File: src/rtl/tetris_pkg.sv
// Shared constants, shape table and enums for the falling-piece sequencer.
// SHAPES holds seven 4x4 footprints; bit idx of a piece is 4*py+px in its unrotated box.
package tetris_pkg;

    localparam int WIDTH  = 10;
    localparam int HEIGHT = 20;

    // Piece order (low to high): I, J, L, O, S, T, Z.
    localparam logic [111:0] SHAPES = {
        16'h0C60,   // 6 Z
        16'h0E40,   // 5 T
        16'h06C0,   // 4 S
        16'h0660,   // 3 O
        16'h0E80,   // 2 L
        16'h0E20,   // 1 J
        16'h0F00    // 0 I
    };

    typedef enum logic [2:0] {
        ST_IDLE,
        ST_CHECK,
        ST_RESOLVE,
        ST_LOCK,
        ST_SPAWN,
        ST_OVER
    } state_t;

    typedef enum logic [2:0] {
        K_LEFT,
        K_RIGHT,
        K_ROTATE,
        K_DOWN,
        K_TICK,
        K_SPAWN
    } kind_t;

    function automatic logic [3:0] rot_index(input logic [1:0] rot,
                                             input logic [1:0] px,
                                             input logic [1:0] py);
        int x;
        int y;
        int r;
        x = {30'b0, px};
        y = {30'b0, py};
        case (rot)
            2'd0:    r = 4 * y + x;
            2'd1:    r = 12 + y - 4 * x;
            2'd2:    r = 15 - 4 * y - x;
            default: r = 3 - y + 4 * x;
        endcase
        return 4'(r);
    endfunction

endpackage

File: src/rtl/cell_lookup.sv
// Combinational footprint lookup: is cell (px,py) of a piece at a rotation occupied.
module cell_lookup
    import tetris_pkg::*;
(
    input  logic [2:0] piece,
    input  logic [1:0] rot,
    input  logic [1:0] px,
    input  logic [1:0] py,
    output logic       occupied
);

    logic [6:0] bit_idx;

    assign bit_idx  = {piece, rot_index(rot, px, py)};
    // Piece code 7 has no shape; treat it as empty rather than reading past the table.
    assign occupied = (piece != 3'd7) && SHAPES[bit_idx];

endmodule

File: src/rtl/piece_ctrl.sv
// Falling-piece sequencer: arbitrates moves and gravity, validates each candidate
// with a 16-cycle footprint scan, locks failed drops into the board and spawns.
module piece_ctrl
#(
    parameter int WIDTH   = 10,
    parameter int HEIGHT  = 20,
    parameter int SPAWN_X = 3
)
(
    input  logic                      clk,
    input  logic                      rst,
    input  logic                      req_left,
    input  logic                      req_right,
    input  logic                      req_rotate,
    input  logic                      req_down,
    input  logic                      tick,
    input  logic [WIDTH*HEIGHT-1:0]   board,
    input  logic                      board_busy,
    input  logic [2:0]                next_piece,
    output logic signed [31:0]        cur_x,
    output logic signed [31:0]        cur_y,
    output logic [31:0]               cur_rot,
    output logic [31:0]               cur_piece,
    output logic                      busy,
    output logic                      lock_we,
    output logic [7:0]                lock_idx,
    output logic                      lock_done,
    output logic                      game_over
);
    import tetris_pkg::*;

    state_t             state, state_n;
    kind_t              kind, grant_kind;
    logic [3:0]         c;
    logic [4:0]         pend, grant, pulses;
    logic signed [31:0] cx, cy, cand_x, cand_y;
    logic [1:0]         crot, cand_rot;
    logic [2:0]         cpiece, cand_piece;
    logic               hit, lock_done_q, game_over_q;

    // Footprint scan: LOCK walks the committed piece, CHECK walks the candidate.
    logic               in_lock;
    logic signed [31:0] sel_x, sel_y, gx, gy;
    logic [1:0]         sel_rot;
    logic [2:0]         sel_piece;
    int                 px_i, py_i;
    logic               occ, inb, cell_hit;
    logic [7:0]         lin;

    assign in_lock   = (state == ST_LOCK);
    assign sel_x     = in_lock ? cx     : cand_x;
    assign sel_y     = in_lock ? cy     : cand_y;
    assign sel_rot   = in_lock ? crot   : cand_rot;
    assign sel_piece = in_lock ? cpiece : cand_piece;

    cell_lookup u_lookup (
        .piece    (sel_piece),
        .rot      (sel_rot),
        .px       (c[1:0]),
        .py       (c[3:2]),
        .occupied (occ)
    );

    always_comb begin
        px_i     = {30'b0, c[1:0]};
        py_i     = {30'b0, c[3:2]};
        gx       = sel_x + px_i;
        gy       = sel_y + py_i;
        inb      = (gx >= 0) && (gx < WIDTH) && (gy >= 0) && (gy < HEIGHT);
        lin      = inb ? 8'(HEIGHT * gx + gy) : 8'd0;
        cell_hit = occ && (!inb || board[lin]);
    end

    // Pending bits ordered by grant priority: tick, down, rotate, left, right.
    assign pulses = {tick, req_down, req_rotate, req_left, req_right};

    always_comb begin
        grant      = '0;
        grant_kind = K_TICK;
        if (state == ST_IDLE) begin
            if (pend[4]) begin
                grant = 5'b10000; grant_kind = K_TICK;
            end else if (pend[3]) begin
                grant = 5'b01000; grant_kind = K_DOWN;
            end else if (pend[2]) begin
                grant = 5'b00100; grant_kind = K_ROTATE;
            end else if (pend[1]) begin
                grant = 5'b00010; grant_kind = K_LEFT;
            end else if (pend[0]) begin
                grant = 5'b00001; grant_kind = K_RIGHT;
            end
        end
    end

    always_comb begin
        state_n = state;
        unique case (state)
            ST_IDLE:    if (|grant) state_n = ST_CHECK;
            ST_CHECK:   if (c == 4'd15) state_n = ST_RESOLVE;
            ST_RESOLVE: begin
                if (!hit) begin
                    state_n = ST_IDLE;
                end else begin
                    unique case (kind)
                        K_LEFT, K_RIGHT, K_ROTATE: state_n = ST_IDLE;
                        K_DOWN, K_TICK:            state_n = ST_LOCK;
                        default:                   state_n = ST_OVER;
                    endcase
                end
            end
            ST_LOCK:    if (c == 4'd15) state_n = ST_SPAWN;
            ST_SPAWN:   if (!board_busy) state_n = ST_CHECK;
            ST_OVER:    state_n = ST_OVER;
            default:    state_n = ST_SPAWN;
        endcase
    end

    always_ff @(posedge clk or posedge rst) begin
        if (rst) state <= ST_SPAWN;
        else     state <= state_n;
    end

    always_ff @(posedge clk or posedge rst) begin
        if (rst) begin
            pend        <= '0;
            kind        <= K_SPAWN;
            c           <= '0;
            hit         <= 1'b0;
            cx          <= 32'(SPAWN_X);
            cy          <= '0;
            crot        <= '0;
            cpiece      <= '0;
            cand_x      <= 32'(SPAWN_X);
            cand_y      <= '0;
            cand_rot    <= '0;
            cand_piece  <= '0;
            lock_done_q <= 1'b0;
            game_over_q <= 1'b0;
        end else begin
            // A pulse coincident with its own grant re-arms the bit.
            pend        <= (state == ST_OVER) ? 5'b0 : ((pend & ~grant) | pulses);
            lock_done_q <= in_lock && (c == 4'd15);
            case (state)
                ST_IDLE: if (|grant) begin
                    kind       <= grant_kind;
                    c          <= '0;
                    hit        <= 1'b0;
                    cand_x     <= cx;
                    cand_y     <= cy;
                    cand_rot   <= crot;
                    cand_piece <= cpiece;
                    case (grant_kind)
                        K_LEFT:   cand_x   <= cx - 32'sd1;
                        K_RIGHT:  cand_x   <= cx + 32'sd1;
                        K_ROTATE: cand_rot <= crot + 2'd1;
                        default:  cand_y   <= cy + 32'sd1;
                    endcase
                end
                ST_CHECK: begin
                    hit <= hit | cell_hit;
                    c   <= c + 4'd1;
                end
                ST_RESOLVE: begin
                    c <= '0;
                    if (!hit) begin
                        cx     <= cand_x;
                        cy     <= cand_y;
                        crot   <= cand_rot;
                        cpiece <= cand_piece;
                    end else if (kind == K_SPAWN) begin
                        game_over_q <= 1'b1;
                    end
                end
                ST_LOCK: c <= c + 4'd1;
                ST_SPAWN: if (!board_busy) begin
                    kind       <= K_SPAWN;
                    c          <= '0;
                    hit        <= 1'b0;
                    cand_x     <= 32'(SPAWN_X);
                    cand_y     <= '0;
                    cand_rot   <= '0;
                    cand_piece <= (next_piece == 3'd7) ? 3'd0 : next_piece;
                end
                default: ;
            endcase
        end
    end

    assign cur_x     = cx;
    assign cur_y     = cy;
    assign cur_rot   = {30'b0, crot};
    assign cur_piece = {29'b0, cpiece};
    assign busy      = (state != ST_IDLE);
    assign lock_we   = in_lock && occ && inb;
    assign lock_idx  = lock_we ? lin : 8'd0;
    assign lock_done = lock_done_q;
    assign game_over = game_over_q;

endmodule
File: config.mk
export PLATFORM = sky130hd
export DESIGN_NAME = piece_ctrl
export DESIGN_NICKNAME = d
export VERILOG_FILES = /design/src/rtl/tetris_pkg.sv /design/src/rtl/cell_lookup.sv /design/src/rtl/piece_ctrl.sv
export SDC_FILE = /design/constraint.sdc
export NUM_CORES = 1
export LEC_CHECK = 0
export CORE_MARGIN = 5
export CORE_UTILIZATION = 57
export CTS_BUF_LIST = sky130_fd_sc_hd__clkbuf_4 sky130_fd_sc_hd__clkbuf_8
export DETAILED_ROUTE_END_ITERATION = 12
export PLACE_DENSITY = 0.95
export SLEW_MARGIN = 10
export SYNTH_ARGS = -nofsm -noshare
export SYNTH_HDL_FRONTEND = slang
export SYNTH_HIERARCHICAL = 1
export SYNTH_SLANG_ARGS = --single-unit
File: constraint.sdc
create_clock -name clk -period 12.9 [get_ports clk]
set_input_delay 1.935 -clock clk [delete_from_list [all_inputs] [get_ports clk]]
set_output_delay 1.935 -clock clk [all_outputs]
set_load 0.03 [all_outputs]
==> qor.yml <==
power:
  ir_drop_mv: 0.0668
  p_leak_nw: 8.12
  pwr-share-comb_pct: 12.2
  p_clk_share_pct: 38.4
  switching_share_pct: 26.8
  internal_power_uw: 724
  power_density_nw_per_um2: 52.8
  pwr-share-seq_pct: 49.4
  total_power_uw: 990
  switchingPower_uw: 266
cts:
  clk_latency_ps: 480
  cts_tree: "built"
  clk_path_buf_depth: 2
  clock_sinks: 156
  post-cts-setup-buffers: 0
  cts_resized: 0
  hold_buffers: 0
  clkTransAtPathRegs_ps: 90
  ctsRootBufferMaster: "clkbuf_8"
  htreeDepth: 4
  cts-buffers-inserted: 17
setup_path:
  required_ps: 10970
  r2r-end: "hit"
  r2r_slack_ps: 5350
  crit_path_cell_trace: "and3b_2 > buf_4 > nand2_1 > nand2_1 > ha_1 > a21oi_1 > o21ai_0 > o22ai_1 > ha_1 > ha_1 > inv_1 > fa_1 > inv_1 > ha_1 > a21oi_1 > xnor2_1 > xor2_1 > and2_1 > clkdlybuf4s50_1"
  slowest_stage: "a21oi_1"
  cpLargestDelayFamily: "compound AO/OA/AOI/OAI gates"
  path_common_cell: "ha_1"
  path_buf_inv: 4
  worstPathMaxFanout: 52
  r2r_start: "state[1]"
  worstRegToRegCells: 21
  worst_ep_arrival_time_ps: 7250
  crit_type: "flip-flop to output port"
  end_kind: "output port"
  max_stage_delay_ps: 770
  startpoint_type: "flip-flop"
synthesis:
  netlist_instances: 1897
  netlist_area_um2: 15600
  seq_area_frac_synth_pct: 25.0
  synthArstFlopShare_pct: 100
  ys.flop_type: "dfrtp_1"
  yosysWarningCount: 6
  synthDistinctLibCells: 100
  synth-edff-count: 0
  ys_ff_latch: 156
  avgSynthCellArea_um2: 8.24
finish:
  utilization_pct: 69.5
  drive_above_1_share_pct: 9.48
  synthToLayoutAreaGrowth_pct: 19.8
  fillCellCount: 2104
  fin_nets: 2372
sta:
  post-route-period-util_pct: 71.2
  hold_viol_final: 0
  rsz0062_at_grt: "false"
  timing.final.crit_period_ps: 9190
  fin_setup_tns_ps: 0
  setup_violations: 0
  drv_slew: 0
  relSlewSlack_pct: 17.5
  max_freq_ghz: 0.109
  tightest_slew_ps: 1230
  clock_skew_ps: 19.2
placed_design:
  io_buffers: 291
  dp_hpwl_um: 44500
  globalplace.congestion: 1.03
grt:
  grt_antenna_before_repair: 1
  grt-ovfl-total: 0
  grt_start_max_net_pins: 91
  grt_pass1_vias: 16282
  grtUsageTotal_pct: 36.4
  grt_pass1_wl_um: 90600
routing:
  drt-initial-drc-count: 2459
  ant_nets: 0
  post_drt_wl_per_cell_um: 23.7
  dr.pass1.iters: 8
  postRouteWirelength_um: 58400
  viasPerCell: 6.68
  drc: 0
  vias: 16448
worst_hold_path:
  min_from: "cand_piece[2]"
  hold_path_depth: 2
  whs_endpoint: "cand_piece[2]"
  worstHoldPathType: "flip-flop to flip-flop"
floorplan:
  core_area_um2: 27000
  die_area_um2: 30800
  chipWidth_um: 176
  start_util_pct: 58.0
  die_h_um: 176
  num_rows: 60
  num_io_pins: 351
outcome:
  status: "complete, no violations"
flow_run:
  drv_cap: 0
[worst reg2reg max path, cell delays in order (launching register included)]
cell and delay [ps]:
dfrtp_1 640, and3b_2 730, buf_4 610, nand2_1 110
nand2_1 80, ha_1 210, fa_1 580, xor2_1 150
nor2_1 140, a32oi_1 90, a2111oi_0 530, a311oi_1 170
or3b_1 460, nor4_1 350, nand4_1 190, buf_4 300
nor2_1 760, mux2i_1 300, a21oi_1 190, or4b_1 590
and4b_1 220, nor3_2 110
[power by group through the flow]
stage	Clock (mW)	Sequential (mW)	Combinational, mW
final	0.380	0.489	0.121
after global routing	0.406	0.489	0.127
after CTS	0.379	0.489	0.119
after detailed placement	0	0.498	0.118
after global placement	0	0.498	0.117
after floorplan	0	0.498	0.0576
[registers in the layout, indices dropped and copies added, names as in the netlist]
register / count
lock_done: 1
cur_y: 32
pend: 5
state: 3
game_over: 1
c: 4
cand_x: 32
cur_x: 32
cand_y: 32
cand_rot: 2
hit: 1
cand_piece: 3
crot: 2
kind: 3
cpiece: 3
[layout make-up]
type                    count  area [µm²]  share of cell area [%]
clock buffers              20         269                    1.44
inverters                  45         174                   0.929
well taps                 341         427                    2.28
clock inverters            12         125                   0.668
flip-flops and latches    156        3910                    20.9
repair buffers            307        3030                    16.2
multi-input cells        1580       10800                    57.6
diodes                      1        2.50                  0.0134
[kinds of logic (layout without fill, tap and decap cells)]
kind of cell / after synthesis / count (layout) / synth area share [%]
flip-flops: 156 / 156 / 25.0
other: 1 / 60 / 0.0240
AND/OR/NAND/NOR: 725 / 725 / 23.9
multiplexers: 203 / 203 / 14.6
adder cells (fa/ha/maj): 54 / 54 / 4.56
XOR/XNOR: 110 / 110 / 6.17
AO/OA/AOI/OAI: 429 / 429 / 18.2
buffers and inverters: 219 / 384 / 7.50
[synth_stat cells (all sizes together), types with 10 or more instances]
master	number	share of area (%)
and4	17	0.97
nand3	81	2.7
nor4	34	1.6
nand2	221	5.3
inv	45	1.1
o21ai	107	3.4
a2111oi	12	0.92
a31oi	17	0.68
or3	13	0.55
or2	12	0.48
ha	49	3.9
and3	23	0.92
mux2i	104	6.8
o22ai	21	0.88
nor2	130	3.1
a211oi	19	0.91
o21a	12	0.58
a21o	26	1.2
nand2b	20	0.80
clkbuf	70	1.7
dfrtp	149	24
xor2	52	2.9
mux2	89	6.4
mux4	10	1.4
xnor2	58	3.3
nand4	55	2.3
and2	12	0.48
nor3	55	1.8
a21oi	106	3.4
buf	104	4.7
[worst max path at each step]
stage               startpoint           to  depth (start not counted)
finish                state[1]  lock_idx[7]                         19
global route          state[1]  lock_idx[7]                         19
CTS                   state[1]  lock_idx[7]                         19
detailed placement    state[1]  lock_idx[7]                         19
global placement      state[1]  lock_idx[7]                         19
floorplan             state[2]  lock_idx[7]                         25
[metal layers]
metal / track usage [%] / vias up / share of wire [%] / wire (µm)
met2: 63.5 / 1082 / 49 / 28500
met5: 0 / - / 0 / 0
met1: 43.1 / 7815 / 37 / 21300
met4: 18.4 / 0 / 5.7 / 3310
met3: 6.65 / 234 / 9.0 / 5250
li1: - / 7317 / - / -
[through the flow]
stage,worst slack [ps],std cells,hold slack [ps],area [µm²]
CTS,3800,2461,521,18700
global route,3340,2462,555,18700
detailed placement,4310,2429,500,18300
floorplan,5470,1955,466,15800
global placement,4540,2429,491,18300
finish,3720,2462,521,18700
[layout by cell type (no fill, tap or decap), types with 58 or more instances in the layout]
| cell | count |
|---|---|
| clkdlybuf4s50_1 | 291 |
| nand2_1 | 220 |
| dfrtp_1 | 149 |
| nor2_1 | 129 |
| a21oi_1 | 105 |
| o21ai_0 | 105 |
| mux2i_1 | 101 |
| mux2_2 | 89 |
| nand3_1 | 80 |
| conb_1 | 59 |
| xnor2_1 | 58 |
No activity file was read; power rests on OpenSTA's default activity.
